--- src/rtl/tbl_packer.sv ---
// Flat packed lookup table write side: indexed writes, auto-increment bursts, clear sweep.
// Latency: accepted beat visible on ins one edge later; wr_ready is low while clearing or clr is asserted.
// Optional per-entry valid flags are enabled by defining TBL_PACK_VLD_EN.
module tbl_packer #(
    parameter int                 ENTRIES  = 32,
    parameter int                 IDX_W    = 5,
    parameter int                 DATA_W   = 20,
    parameter logic [DATA_W-1:0]  INIT_VAL = '0
) (
    input  logic                      clk,
    input  logic                      rst_n,
    input  logic                      clr,
    input  logic                      wr_valid,
    output logic                      wr_ready,
    input  logic                      wr_burst,
    input  logic                      wr_last,
    input  logic [IDX_W-1:0]          wr_idx,
    input  logic [DATA_W-1:0]         wr_data,
    output logic [ENTRIES*DATA_W-1:0] ins,
    output logic                      busy,
    output logic                      wr_err
`ifdef TBL_PACK_VLD_EN
    ,
    output logic [ENTRIES-1:0]        vld
`endif
);

    localparam logic [1:0] ST_IDLE  = 2'd0;
    localparam logic [1:0] ST_BURST = 2'd1;
    localparam logic [1:0] ST_CLEAR = 2'd2;

    localparam logic [IDX_W:0]   ENTRIES_C = ENTRIES[IDX_W:0];
    localparam logic [IDX_W-1:0] LAST_IDX  = IDX_W'(ENTRIES - 1);

    logic [1:0]                          state_q, state_d;
    logic [IDX_W-1:0]                    ptr_q, ptr_d;
    logic                                err_q, err_d;
    logic [ENTRIES-1:0][DATA_W-1:0]      tbl_q;

    logic                                we;
    logic [IDX_W-1:0]                    waddr;
    logic [DATA_W-1:0]                   wdat;
    logic                                idx_oor;

    function automatic logic [IDX_W-1:0] idx_inc(input logic [IDX_W-1:0] i);
        return (i == LAST_IDX) ? '0 : i + IDX_W'(1);
    endfunction

    assign idx_oor  = ({1'b0, wr_idx} >= ENTRIES_C);
    assign wr_ready = (state_q != ST_CLEAR) && !clr;
    assign busy     = (state_q == ST_CLEAR);
    assign wr_err   = err_q;
    assign ins      = tbl_q;

    // clr has priority over a same-cycle beat; wr_ready already masks it.
    always_comb begin
        state_d = state_q;
        ptr_d   = ptr_q;
        err_d   = 1'b0;
        we      = 1'b0;
        waddr   = ptr_q;
        wdat    = wr_data;
        case (state_q)
            ST_IDLE: begin
                if (clr) begin
                    state_d = ST_CLEAR;
                    ptr_d   = '0;
                end else if (wr_valid) begin
                    if (idx_oor) begin
                        err_d = 1'b1;
                    end else begin
                        we    = 1'b1;
                        waddr = wr_idx;
                        if (wr_burst) begin
                            ptr_d = idx_inc(wr_idx);
                            if (!wr_last) begin
                                state_d = ST_BURST;
                            end
                        end
                    end
                end
            end
            ST_BURST: begin
                if (clr) begin
                    state_d = ST_CLEAR;
                    ptr_d   = '0;
                end else if (wr_valid) begin
                    we    = 1'b1;
                    waddr = ptr_q;
                    ptr_d = idx_inc(ptr_q);
                    if (wr_last) begin
                        state_d = ST_IDLE;
                    end
                end
            end
            ST_CLEAR: begin
                we    = 1'b1;
                waddr = ptr_q;
                wdat  = INIT_VAL;
                if (ptr_q == LAST_IDX) begin
                    state_d = ST_IDLE;
                    ptr_d   = '0;
                end else begin
                    ptr_d = ptr_q + IDX_W'(1);
                end
            end
            default: begin
                state_d = ST_IDLE;
                ptr_d   = '0;
            end
        endcase
    end

    always_ff @(posedge clk or negedge rst_n) begin
        if (!rst_n) begin
            state_q <= ST_IDLE;
            ptr_q   <= '0;
            err_q   <= 1'b0;
        end else begin
            state_q <= state_d;
            ptr_q   <= ptr_d;
            err_q   <= err_d;
        end
    end

    always_ff @(posedge clk or negedge rst_n) begin
        if (!rst_n) begin
            for (int i = 0; i < ENTRIES; i++) begin
                tbl_q[i] <= INIT_VAL;
            end
        end else if (we) begin
            tbl_q[waddr] <= wdat;
        end
    end

`ifdef TBL_PACK_VLD_EN
    logic [ENTRIES-1:0] vld_q;

    // Beats set the flag, the sweep clears it; both go through the same write port.
    always_ff @(posedge clk or negedge rst_n) begin
        if (!rst_n) begin
            vld_q <= '0;
        end else if (we) begin
            vld_q[waddr] <= (state_q != ST_CLEAR);
        end
    end

    assign vld = vld_q;
`endif

endmodule

--- config.mk ---
export PLATFORM = sky130hd
export DESIGN_NAME = tbl_packer
export DESIGN_NICKNAME = d
export VERILOG_FILES = /design/src/rtl/tbl_packer.sv
export SDC_FILE = /design/constraint.sdc
export NUM_CORES = 1
export LEC_CHECK = 0
export ABC_AREA = 1
export CORE_ASPECT_RATIO = 2
export CORE_MARGIN = 4
export CORE_UTILIZATION = 30
export DETAILED_ROUTE_END_ITERATION = 12
export PLACE_DENSITY = 0.53
export SKIP_LAST_GASP = 1
export SLEW_MARGIN = 5
export SYNTH_ARGS = -nofsm -noshare
export SYNTH_HDL_FRONTEND = slang
export SYNTH_SLANG_ARGS = --single-unit
export TNS_END_PERCENT = 50
--- constraint.sdc ---
create_clock -name clk -period 3.4 [get_ports clk]
set_input_delay 0.34 -clock clk [delete_from_list [all_inputs] [get_ports clk]]
set_output_delay 0.34 -clock clk [all_outputs]
set_load 0.05 [all_outputs]
==> results list <==
* Hold Fails Final Rpt: 0
- The congestion estimate from routability-driven global placement came to 0.833.
- Across every metal layer, demand over resource in global routing totals 0.244.
- Of the cells placed in the final design, the portion with a size suffix greater than 1 is 0.0749.
* Nets: 3660
* Wire length per cell after detailed routing: 24.1 um
- Final-layout setup total negative slack: 0 ns
- After synthesis, the mean cell area works out to 8.68 um^2.
- DRC violations left: 0
* Initial antenna violation count: 2
* Minimum hold slack: 0.272 ns
- DRT Wirelength: 117 mm
* Setup repair after global routing missed its margin: no
- Portion of total power attributed to the clock network: 0.194
- The floorplan step defined a die boundary enclosing 92600 um^2.
- Vias in the first global route: 23100
- Leaving out fill and tap cells, the most frequent cell in the layout is nand2_1.
* Total of endpoints with negative setup slack in the final report: 0
- Data required time of the worst path: 3.06 ns
- Entering global routing, the biggest net connects 72 pins.
* Overflow left after global routing: 0
- During synthesis, Yosys emitted a total of 0 warnings.
- Compared with the post-synthesis result, the final layout area differs by 40.2%.
- Maximum net fanout on the critical path: 8
* Portion of total power attributed to combinational logic: 0.508
- Counting cells, the worst reg-to-reg path comes to 10.
- TritonCTS built the clock tree.
- DRT Pass-1 Iters: 7
- Peak-usage layer in the global routing report: met2
- For this run, global-route usage on met2 was measured as 0.411.
- For met1 alone, demand over resource in global routing was 0.305.
- After technology mapping, the gate count stands at 3026.
- Number of max-slew violations in the final report: 0
* Number of clock sinks: 647
- Synthesized netlist net count: 3061
* Leakage: 18.7 nW
* Wire length of the first global-routing pass: 169 mm
- Post-detail-place hpwl: 74.6 mm
- After clock tree synthesis, the clock-pin slew on the worst setup and hold paths is 0.07 ns.
* Skew final: 0.0156 ns
- Die extent in y: 426 um
- In this run the critical register-to-register path is launched from state_q[1].
* Worst Tran Pin Value: 1.11 ns
* Relative contribution of sequential cells to total power: 0.298
* Worst voltage drop across the vdd grid: 0.000535 V
- Yosys mapped the design onto 23 distinct sky130hd cell types.
- For this run, the top clock speed supported by timing is 0.324 GHz.
- In this run the power spent charging and discharging nets is 18.6 mW.
- OpenSTA, run right after detailed placement, puts the worst setup slack at 0.242 ns.
* Post-synthesis sequential area ratio: 0.616
- For this run, the leading register cell type out of synthesis is dfrtp_1.
- For the worst-skew pair, the clock arrives at the later sink with an insertion delay of 0.63 ns.
* Crit share post-route: 0.909
* Data arrival at the endpoint of the critical path: 2.75 ns
- Summed instance area of the synthesized netlist: 26300 um^2
- Max clock buf depth: 3
- Shortest period the worst path allows: 3.09 ns
- Post-detailed-route via-to-cell ratio: 4.87
- The number of setup buffers added after CTS is 0.
- Number of top-level pins: 674
- STA classifies the critical path startpoint as a flip-flop.
- The tree is rooted in a clkbuf_16.
* Class of the worst hold path: primary input to async pin
- Initial DRC Count: 1987
- CP Capture Type: primary output
* Synth Register Bits: 647
- The internal power of the cells totals 18.8 mW.
* Total via count in the routed design: 23500
- Max-slew headroom at the worst pin: 0.260
* Sum of internal, switching and leakage power: 37.3 mW
* Proportion of synthesized flip-flops having asynchronous set or reset: 1.00
- Path type of the worst setup path: flip-flop to primary output
- Area of the core: 86900 um^2
- For this design the ratio of total power to cell area is 1010 nW/um^2.
- The detail route stage leaves a number of antenna-violating nets equal to 0.
- For this configuration, the core starts out at a cell density of 0.302.
- Cell total after placement: 4725
- Clock buffer count from CTS: 59
- In the layout the commonest cells are nand2_1 (1355), clkdlybuf4s50_1 (671), nand3_1 (648).
- Of the total power, the share spent switching nets is 0.497.
- The flow ran to the end, and the final reports show no timing, DRC or antenna violations.
- For met3 alone, demand over resource in global routing was 0.0715.
- Setup slack of the critical path after layout: 0.309 ns
- Minimum setup slack among reg-to-reg paths: 0.65 ns
- Post-synth EDFFs: 0
- The H-tree was split into 2 levels.
- The die is 217 um wide.
* Worst flop-to-flop path endpoint: ins[107]
- Number of rows created at floorplan: 153
* Number of maximum-capacitance constraint violations: 0
- The finished layout holds 4836 standard cells, fillers aside.
* # port buffers: 672
==> registers in the layout, indices dropped and copies added (netlist names) <==
signal   count
ins        640
ptr_q        5
state_q      2
==> what timing repair did <==
| action | CTS | global route |
|---|---|---|
| hold buffers | 1 | 0 |
| endpoints found under the hold margin | 33 | 0 |
| resized for setup | 0 | 0 |
==> worst max-delay path by stage <==
stage               startpoint        to  slack, ns  cells past startpoint
floorplan           state_q[1]  wr_ready       1.33                      4
global placement           clr  ins[100]       0.33                      9
detailed placement         clr  ins[105]       0.24                      9
CTS                 state_q[1]      busy       0.20                      4
global route        state_q[1]      busy       0.16                      4
finish              state_q[1]      busy       0.31                      4
==> worst max-delay path: stages (launching register included) <==
cell and delay (ns):
dfrtp_1 0.45, inv_2 0.10, nor2_4 0.43, buf_4 0.31, clkdlybuf4s50_1 0.83
==> cells by family after synthesis <==
kind of cell             share of synthesized area
buffers and inverters                       0.0514
AND/OR/NAND/NOR                              0.326
adder cells (fa/ha/maj)                    0.00191
AO/OA/AOI/OAI                              0.00281
other                                     0.000143
flip-flops                                   0.616
XOR/XNOR                                   0.00133
==> synthesized netlist by cell type, drive strengths merged (2+ instances only) <==
master	n	area, um^2
a21oi	3	15.0
dfrtp	647	16200
buf	156	791
xnor2	2	17.5
nand3	649	3250
clkbuf	115	432
o22ai	2	12.5
o21ai	6	30.0
xor2	2	17.5
nand2	1357	5100
ha	4	50.1
nor2	45	206
inv	34	128
==> through the flow <==
step,util,instance area [um^2]
6_report,0.424,36800
5_1_grt,0.424,36800
4_1_cts,0.424,36800
3_5_place_dp,0.400,34700
3_3_place_gp,0.400,34700
2_1_floorplan,-,26300
==> power groups by stage <==
| stage | Clock, mW | Sequential, mW | Combinational (mW) |
|---|---|---|---|
| 2_1_floorplan | 0 | 17.8 | 4.23 |
| 3_3_place_gp | 0 | 11.2 | 19.0 |
| 3_5_place_dp | 0 | 11.2 | 19.1 |
| 4_1_cts | 7.43 | 11.1 | 19.1 |
| 5_1_grt | 7.68 | 11.3 | 19.9 |
| 6_report | 7.25 | 11.1 | 19.0 |
==> layer usage <==
metal  vias to the layer above  share of wire
met5                         -              0
met4                         0          0.029
met3                       162          0.092
met2                      1071           0.48
met1                     11500           0.40
li1                      10800              -
==> cell type report <==
| class | count | area, um^2 |
|---|---|---|
| Fill cell | 8636 | 50100 |
| Sequential cell | 647 | 16200 |
| Multi-Input combinational cell | 2074 | 8950 |
| Timing Repair Buffer | 809 | 8030 |
| Clock buffer | 84 | 1710 |
| Tap cell | 1162 | 1450 |
| Clock inverter | 24 | 349 |
| Inverter | 34 | 128 |
| Antenna cell | 2 | 5.00 |
Note: power is estimated with default switching activity, not from simulation.
